===== src/rtl/fifo_sched_pkg.sv =====
// Shared definitions for the FIFO read scheduler.
// Holds state encoding and default widths.
package fifo_sched_pkg;

    localparam int DATA_W_DEF = 8;
    localparam int LEN_W_DEF  = 8;
    localparam int TO_W_DEF   = 16;

    typedef enum logic [2:0] {
        IDLE    = 3'd0,
        READ    = 3'd1,
        CAPTURE = 3'd2,
        SEND    = 3'd3,
        WAIT    = 3'd4
    } state_t;

endpackage


===== src/rtl/idle_timer.sv =====
// Saturating idle timer with synchronous clear.
// eq flags that the count has reached the limit.
module idle_timer
    import fifo_sched_pkg::*;
#(
    parameter int W = TO_W_DEF
) (
    input  logic         clk,
    input  logic         reset,
    input  logic         clear,
    input  logic         en,
    input  logic [W-1:0] limit,
    output logic         eq
);

    logic [W-1:0] count;

    // Count up while enabled, hold at all-ones instead of wrapping
    always_ff @(posedge clk) begin
        if (!reset || clear) begin
            count <= '0;
        end else if (en && (count != '1)) begin
            count <= count + W'(1);
        end
    end

    assign eq = (count == limit);

endmodule


===== src/rtl/fifo_rd_sched.sv =====
// Burst read scheduler between a FIFO and a
// valid/ready byte consumer, with idle flush.
module fifo_rd_sched
    import fifo_sched_pkg::*;
#(
    parameter int DATA_W = DATA_W_DEF,
    parameter int LEN_W  = LEN_W_DEF,
    parameter int TO_W   = TO_W_DEF
) (
    input  logic              clk,
    input  logic              reset,
    input  logic              en,
    input  logic [LEN_W-1:0]  burst_len,
    input  logic [TO_W-1:0]   timeout,
    input  logic              fifo_empty,
    input  logic [DATA_W-1:0] fifo_data,
    output logic              fifo_rd,
    output logic [DATA_W-1:0] out_data,
    output logic              out_valid,
    input  logic              out_ready,
    output logic              out_last,
    output logic              out_flush,
    output logic              busy
);

    state_t            state;
    logic [LEN_W-1:0]  len_q;
    logic [LEN_W-1:0]  cnt;
    logic [LEN_W-1:0]  cnt_inc;
    logic [TO_W-1:0]   to_q;
    logic              timer_clr;
    logic              timer_en;
    logic              timer_eq;

    assign cnt_inc   = cnt + LEN_W'(1);
    assign timer_clr = (state != WAIT);
    assign timer_en  = (state == WAIT);

    idle_timer #(
        .W (TO_W)
    ) u_idle_timer (
        .clk   (clk),
        .reset (reset),
        .clear (timer_clr),
        .en    (timer_en),
        .limit (to_q),
        .eq    (timer_eq)
    );

    // Burst FSM; every output is a register set on the transition
    always_ff @(posedge clk) begin
        if (!reset) begin
            state     <= IDLE;
            len_q     <= '0;
            to_q      <= '0;
            cnt       <= '0;
            fifo_rd   <= 1'b0;
            out_data  <= '0;
            out_valid <= 1'b0;
            out_last  <= 1'b0;
            out_flush <= 1'b0;
            busy      <= 1'b0;
        end else begin
            fifo_rd   <= 1'b0;
            out_flush <= 1'b0;
            unique case (state)
                IDLE: begin
                    if (en && !fifo_empty) begin
                        state   <= READ;
                        fifo_rd <= 1'b1;
                        busy    <= 1'b1;
                        cnt     <= '0;
                        to_q    <= timeout;
                        len_q   <= (burst_len == '0) ?
                                   LEN_W'(1) : burst_len;
                    end
                end
                READ: begin
                    state <= CAPTURE;
                end
                CAPTURE: begin
                    out_data  <= fifo_data;
                    cnt       <= cnt_inc;
                    out_valid <= 1'b1;
                    out_last  <= (cnt_inc == len_q);
                    state     <= SEND;
                end
                SEND: begin
                    if (out_ready) begin
                        out_valid <= 1'b0;
                        out_last  <= 1'b0;
                        if (cnt == len_q) begin
                            state <= IDLE;
                            busy  <= 1'b0;
                        end else if (!fifo_empty) begin
                            state   <= READ;
                            fifo_rd <= 1'b1;
                        end else begin
                            state <= WAIT;
                        end
                    end
                end
                WAIT: begin
                    if (!fifo_empty) begin
                        state   <= READ;
                        fifo_rd <= 1'b1;
                    end else if (timer_eq) begin
                        state     <= IDLE;
                        busy      <= 1'b0;
                        out_flush <= 1'b1;
                    end
                end
                default: begin
                    state <= IDLE;
                    busy  <= 1'b0;
                end
            endcase
        end
    end

endmodule


===== config.mk =====
export PLATFORM = sky130hd
export DESIGN_NAME = fifo_rd_sched
export DESIGN_NICKNAME = d
export VERILOG_FILES = /design/src/rtl/fifo_sched_pkg.sv /design/src/rtl/idle_timer.sv /design/src/rtl/fifo_rd_sched.sv
export SDC_FILE = /design/constraint.sdc
export NUM_CORES = 1
export LEC_CHECK = 0
export ABC_CLOCK_PERIOD_IN_PS = 2300
export CAP_MARGIN = 20
export CORE_MARGIN = 4
export CORE_UTILIZATION = 38
export CTS_BUF_LIST = sky130_fd_sc_hd__clkbuf_4 sky130_fd_sc_hd__clkbuf_8
export CTS_CLUSTER_SIZE = 24
export DETAILED_ROUTE_END_ITERATION = 7
export DONT_BUFFER_PORTS = 1
export GPL_TIMING_DRIVEN = 0
export PLACE_DENSITY = 0.55
export SETUP_SLACK_MARGIN = 0.15
export SLEW_MARGIN = 30
export SYNTH_ARGS = -nofsm -noshare
export SYNTH_HDL_FRONTEND = slang
export SYNTH_HIERARCHICAL = 1
export SYNTH_SLANG_ARGS = --single-unit

===== constraint.sdc =====
create_clock -name clk -period 2.3 [get_ports clk]
set_clock_uncertainty 0.1 [all_clocks]
set_input_delay 0.345 -clock clk [delete_from_list [all_inputs] [get_ports clk]]
set_output_delay 0.345 -clock clk [all_outputs]
set_load 0.005 [all_outputs]

==> results of run 1 <==
## sequential cells by signal, summed over array words and instances, names as in the netlist
register,flops
len_q,8
out_last,1
to_q,16
state,3
out_valid,1
out_flush,1
fifo_rd,1
out_data,8
busy,1
cnt,8
u_idle_timer/count,16
## per-layer routing
layer,vias up,track usage
met5,-,0
met1,1272,0.202
li1,1406,-
met2,59,0.272
met3,11,0.0445
met4,0,0.0456
## final timing paths
| check | from | endpoint | slack, ns | cells after the start |
|---|---|---|---|---|
| setup / recovery | state[2] | u_idle_timer/count[15] | 0.24 | 7 |
| hold / removal | fifo_data[2] | out_data[2] | 0.04 | 2 |
| setup reg to reg | state[2] | u_idle_timer/count[15] | 0.24 | 7 |
| hold reg to reg | to_q[0] | to_q[0] | 0.38 | 2 |
## timing repair
action,CTS,global route
hold endpoints to repair,2,0
setup endpoints to repair,10,7
gates resized for setup,5,13
hold buffers,2,0
## power breakdown
group	switching (mW)	leakage (nW)	internal, mW
sequential	0.0597	0.520	1.17
clock	0.447	0.0841	0.412
combinational	0.199	0.661	0.140
## cells by family (layout without fill, tap and decap cells)
group,after synthesis,in the layout,share of synthesized area
and+or+nand+nor,166,166,0.262
adders and majority gates,2,2,0.00775
muxes,4,4,0.0124
buffers and inverters,26,43,0.0341
xor gates and xnor gates,29,29,0.0787
AOI/OAI and AO/OA,97,97,0.208
DFF,64,64,0.397
## cell usage after synthesis (all sizes together) (2+ instances only)
cell / count / area share
nand2: 79 / 0.092
dfxtp: 64 / 0.40
a21boi: 36 / 0.084
a21oi: 21 / 0.033
xnor2: 17 / 0.046
nor2: 15 / 0.018
o21ai: 13 / 0.020
clkbuf: 12 / 0.014
xor2: 12 / 0.033
nand4: 11 / 0.027
buf: 10 / 0.016
nand3: 10 / 0.016
and3: 6 / 0.012
nor4: 6 / 0.012
and2: 5 / 0.0097
nor3: 5 / 0.011
or3: 5 / 0.0097
inv: 4 / 0.0047
mux2i: 4 / 0.012
nor2b: 4 / 0.0078
nor3b: 4 / 0.0093
a211oi: 3 / 0.0070
a31oi: 3 / 0.0058
and4: 3 / 0.0081
or2: 3 / 0.0058
or4: 3 / 0.0081
ha: 2 / 0.0078
nand2b: 2 / 0.0039
nand3b: 2 / 0.0047
o211ai: 2 / 0.0047
o21a: 2 / 0.0047
o21bai: 2 / 0.0047
o311a: 2 / 0.0062
o31a: 2 / 0.0054
o32ai: 2 / 0.0054
o41ai: 2 / 0.0078
## per-stage QoR
| stage | setup WS, ns | power, mW | setup TNS, ns |
|---|---|---|---|
| 2_1_floorplan | 0.208 | 1.48 | 0 |
| 3_3_place_gp | -0.130 | 1.55 | -0.181 |
| 3_5_place_dp | -0.153 | 1.56 | -0.247 |
| 4_1_cts | 0.124 | 2.43 | 0 |
| 5_1_grt | 0.108 | 2.55 | 0 |
| 6_report | 0.243 | 2.42 | 0 |
## layout make-up
type / count / area, um2
Sequential cell: 64 / 1280
Multi-Input combinational cell: 298 / 1880
Timing Repair Buffer: 2 / 20.0
Inverter: 4 / 15.0
Clock buffer: 10 / 138
Tap cell: 105 / 131
Buffer: 22 / 100
Fill cell: 884 / 4660
Clock inverter: 5 / 33.8
## layout by cell type (no fill, tap or decap), types with 3 or more instances in the layout
| master | synthesis | final |
|---|---|---|
| clkbuf_1 | 12 | 10 |
| nor3b_1 | 4 | 4 |
| and2_1 | 5 | 5 |
| dfxtp_1 | 64 | 61 |
| and3_1 | 6 | 6 |
| nor2b_1 | 4 | 4 |
| nand4_2 | 3 | 3 |
| or3_1 | 5 | 5 |
| nor3_1 | 4 | 4 |
| a21boi_0 | 34 | 34 |
| mux2i_1 | 4 | 4 |
| clkbuf_8 | 0 | 10 |
| nor2_1 | 14 | 13 |
| buf_2 | 10 | 10 |
| a21oi_1 | 21 | 21 |
| o21ai_0 | 11 | 11 |
| nand4_1 | 8 | 8 |
| nand2_1 | 79 | 78 |
| a31oi_1 | 3 | 3 |
| xor2_1 | 12 | 12 |
| dfxtp_2 | 0 | 3 |
| a211oi_1 | 3 | 3 |
| nand3_1 | 10 | 10 |
| inv_1 | 4 | 3 |
| nor4_1 | 6 | 3 |
| xnor2_1 | 17 | 17 |
## worst register-to-register path, stage by stage (launching register included)
cell and delay [ns]:
dfxtp_2 0.40, clkbuf_4 0.22, nand2_2 0.10, inv_2 0.12, and4_2 0.29, nand4_2 0.19
or4_1 0.43, a21oi_1 0.14
==> results.sh, run 1 <==
export IMPL_status="finished, final reports clean"
export IMPL_crit_buf_inv=2
export IMPL_gp_congestion=0.894
export IMPL_h_tree_depth=3
export IMPL_totalWireLength_um=7810
export IMPL_met1Wirelength_um=3550
export IMPL_total_leakage_power_nw=1.27
export IMPL_ys_types=54
export IMPL_start_util=0.391
export IMPL_final_layout_size_suffix_gt1_frac=0.119
export IMPL_synth_nets=427
export IMPL_critical_path_slowest_cell="or4_1"
export IMPL_setup_viol=0
export IMPL_cp_arrival_ns=2.24
export IMPL_antenna_found_initial=0
export IMPL_fmax_mhz=486
export IMPL_grt_max_degree=12
export IMPL_layout_nets=440
export IMPL_overflow=0
export IMPL_grt_pass1_wl_um=13000
export IMPL_slew_violations=0
export IMPL_syn_area_mm2=0.00323
export IMPL_slew_headroom=0.660
export IMPL_async_reset_ff_frac=0
export IMPL_syn2layout_area_growth_pct=11.6
export IMPL_boundaryPins=50
export IMPL_dp_cells=493
export IMPL_wl_met2_um=3760
export IMPL_cp_start_kind="register"
export IMPL_drt_pass1_iterations=4
export IMPL_drc=0
export IMPL_clock_sinks=64
export IMPL_root_buffer="clkbuf_8"
export IMPL_synthCells=388
export IMPL_ys_seq_area_frac=0.397
export IMPL_period_needed_ns=2.06
export IMPL_cts_tree="yes"
export IMPL_ant_nets=0
export IMPL_hpwl_um=5770
export IMPL_timing_final_crit_share=0.894
export IMPL_tightest_slew_ns=0.510
export IMPL_drt_iter0_drc=127
export IMPL_top_layer_used="met4"
export IMPL_postCtsSetupBuffers=0
export IMPL_cts_max_path_buffers=2
export IMPL_power_density_mw_per_mm2=673
export IMPL_dieHeight_um=100
export IMPL_dieWidth_um=100
export IMPL_hold_slack_ns=0.0377
export IMPL_drv_cap=0
export IMPL_wl_per_cell_um=15.3
export IMPL_viasPerCell=5.39
export IMPL_wl_met3_um=355
export IMPL_num_vias=2748
export IMPL_cp_required_ns=2.48
export IMPL_cp_end_kind="register"
export IMPL_port_buffers=0
export IMPL_grt_pass1_vias=2686
export IMPL_critPathMaxStageDelay_ns=0.43
export IMPL_synth_warnings=6
export IMPL_rsz0062_at_grt="yes"
export IMPL_clk_pin_slew_ns=0.08
export IMPL_ys_ff_latch=64
export IMPL_finalHoldViolCount=0
export IMPL_design_area_mm2=0.00360
export IMPL_die_area_mm2=0.0100
export IMPL_clk_latency_ns=0.35
export IMPL_cp_max_fo=10
export IMPL_syn_area_per_cell_um2=8.32
export IMPL_core_mm2=0.00826
export IMPL_synth_edf_count=0
export IMPL_rows=33
export IMPL_grt_usage=0.161
export IMPL_crit_chain="clkbuf_4 -> nand2_2 -> inv_2 -> and4_2 -> nand4_2 -> or4_1 -> a21oi_1"
export IMPL_place_area_mm2=0.00336
export IMPL_critical_path_top_delay_family="simple AND/OR/NAND/NOR gates"
export IMPL_diodes=0
export IMPL_synth_main_ff_cell="dfxtp_1"
export IMPL_cts_buffers=9
export IMPL_hp_class="in -> reg"
export IMPL_finalNonFillerCells=510
export IMPL_utilization=0.436
export IMPL_vdd_drop_max_mv=0.363
export IMPL_critical_path_class="reg -> reg"
(Power assumes the default switching activity.)
==> run 2: changes to the inputs <==
--- a/config.mk
+++ b/config.mk
@@ -8,13 +8,13 @@
 export ABC_CLOCK_PERIOD_IN_PS = 2300
 export CAP_MARGIN = 20
 export CORE_MARGIN = 4
-export CORE_UTILIZATION = 38
+export CORE_UTILIZATION = 60
 export CTS_BUF_LIST = sky130_fd_sc_hd__clkbuf_4 sky130_fd_sc_hd__clkbuf_8
 export CTS_CLUSTER_SIZE = 24
 export DETAILED_ROUTE_END_ITERATION = 7
 export DONT_BUFFER_PORTS = 1
 export GPL_TIMING_DRIVEN = 0
-export PLACE_DENSITY = 0.55
+export PLACE_DENSITY = 0.79
 export SETUP_SLACK_MARGIN = 0.15
 export SLEW_MARGIN = 30
 export SYNTH_ARGS = -nofsm -noshare
==> results.sh, run 2 (synthesis results as in run 1) <==
export IMPL_drc=0
export IMPL_wl_per_cell_um=15.2
export IMPL_rows=26
export IMPL_diodes=0
export IMPL_drt_iter0_drc=149
export IMPL_slew_headroom=0.650
export IMPL_total_leakage_power_nw=1.30
export IMPL_place_area_mm2=0.00331
export IMPL_drt_pass1_iterations=4
export IMPL_syn2layout_area_growth_pct=11.3
export IMPL_hpwl_um=5260
export IMPL_p_switching_mw=0.669
export IMPL_met2_usage=0.387
export IMPL_slew_violations=0
export IMPL_use_met3=0.0521
export IMPL_postCtsSetupBuffers=0
export IMPL_timing_final_crit_share=0.892
export IMPL_cts_buffers=9
export IMPL_clk_pin_slew_ns=0.07
export IMPL_vdd_drop_max_mv=0.497
export IMPL_p_int_mw=1.97
export IMPL_fmax_mhz=488
export IMPL_rsz0062_at_grt="yes"
export IMPL_core_mm2=0.00517
export IMPL_largestRegisters="to_q (16), u_idle_timer/count (16)"
export IMPL_hp_class="in -> reg"
export IMPL_pwr_share_seq=0.464
export IMPL_cp_required_ns=2.47
export IMPL_cp_arrival_ns=2.22
export IMPL_viasPerCell=5.85
export IMPL_cts_tree="yes"
export IMPL_power_density_mw_per_mm2=736
export IMPL_h_tree_depth=3
export IMPL_final_common_cell="nand2_1"
export IMPL_die_area_mm2=0.00662
export IMPL_dieHeight_um=81.3
export IMPL_switching_share=0.253
export IMPL_setup_viol=0
export IMPL_totalWireLength_um=7230
export IMPL_gp_congestion=0.845
export IMPL_status="finished, final reports clean"
export IMPL_period_needed_ns=2.05
export IMPL_cp_start_kind="register"
export IMPL_clock_sinks=64
export IMPL_ant_nets=0
export IMPL_antenna_found_initial=0
export IMPL_grt_pass1_vias=2588
export IMPL_tightest_slew_ns=0.524
export IMPL_grt_busiest_layer="met2"
export IMPL_clk_latency_ns=0.34
export IMPL_cp_max_fo=10
export IMPL_start_util=0.624
export IMPL_pre_cts_ws_ns=-0.0799
export IMPL_p_total_mw=2.64
export IMPL_combPwrFrac=0.123
export IMPL_root_buffer="clkbuf_8"
export IMPL_cts_max_path_buffers=2
export IMPL_design_area_mm2=0.00359
export IMPL_p_clk_frac=0.413
export IMPL_final_layout_size_suffix_gt1_frac=0.121
export IMPL_cp_end_kind="register"
export IMPL_overflow=0
export IMPL_finalHoldViolCount=0
export IMPL_use_met1=0.282
export IMPL_grt_usage=0.233
export IMPL_drv_cap=0
export IMPL_setup_ws_ns=0.249
export IMPL_num_vias=2777
export IMPL_grt_pass1_wl_um=11800
export IMPL_fillers=433
export IMPL_port_buffers=0
export IMPL_critical_path_class="reg -> reg"
export IMPL_layout_common_cells="nand2_1 (78), dfxtp_1 (59), a21boi_0 (34)"
export IMPL_boundaryPins=50
export IMPL_layout_nets=440
export IMPL_grt_max_degree=11
export IMPL_dieWidth_um=81.3
run 2: cell types whose count changed in the layout (fill, tap and decap cells not counted), moves of 2 or more:
| cell | change |
|---|---|
| clkinvlp_4 | -2 |
| nor4_1 | +2 |
| bufinv_16 | +2 |
| dfxtp_2 | +2 |
| dfxtp_1 | -2 |
run 2: final timing paths:
check        slack [ns]  cells after the start       start                     end
max                0.25                      7    state[2]  u_idle_timer/count[15]
min                0.05                      2  timeout[7]                 to_q[7]
max reg2reg        0.25                      7    state[2]  u_idle_timer/count[15]
min reg2reg        0.38                      2    len_q[5]                len_q[5]
run 2: cell type report:
| class | instances | area, um2 | share of cell area |
|---|---|---|---|
| inverters | 4 | 15.0 | 0.00418 |
| clock buffers | 12 | 159 | 0.0443 |
| multi-input cells | 298 | 1860 | 0.517 |
| well taps | 70 | 87.6 | 0.0244 |
| plain buffers | 22 | 101 | 0.0282 |
| clock inverters | 3 | 65.1 | 0.0181 |
| flip-flops and latches | 64 | 1290 | 0.359 |
| repair buffers | 2 | 20.0 | 0.00557 |
run 2: layer usage:
layer | part of all wire | wire, um
met1 | 0.43 | 3100
met2 | 0.48 | 3490
met3 | 0.068 | 491
met4 | 0.019 | 140
met5 | 0 | 0
run 2: what timing repair did:
action	4_1_cts	5_1_grt
hold buffers	1	1
endpoints found under the hold margin	1	1
resized for setup	5	13
endpoints found under the setup margin	7	9
run 2: critical path: stages, from the launching register on:
cell and delay [ns]:
dfxtp_2 0.39, clkbuf_4 0.21, nand2_2 0.11, inv_2 0.12, and4_2 0.30, nand4_2 0.17
or4_1 0.43, a21oi_1 0.15
run 2: through the flow:
| step | utilization | std cells | setup TNS (ns) | hold WS, ns |
|---|---|---|---|---|
| 3_3_place_gp | 0.641 | 458 | -0.0630 | 0.326 |
| 4_1_cts | 0.689 | 474 | 0 | 0.000405 |
| 5_1_grt | 0.694 | 475 | 0 | 0.0396 |
| 2_1_floorplan | - | 388 | 0 | 0.321 |
| 3_5_place_dp | 0.641 | 458 | -0.103 | 0.333 |
| 6_report | 0.694 | 475 | 0 | 0.0467 |
run 2: power by group through the flow:
stage	logic (mW)	registers [mW]	clock network, mW
after global routing	0.362	1.24	1.16
after detailed placement	0.307	1.25	0
after floorplan	0.245	1.23	0
after CTS	0.318	1.22	1.10
after global placement	0.300	1.24	0
final	0.324	1.23	1.09
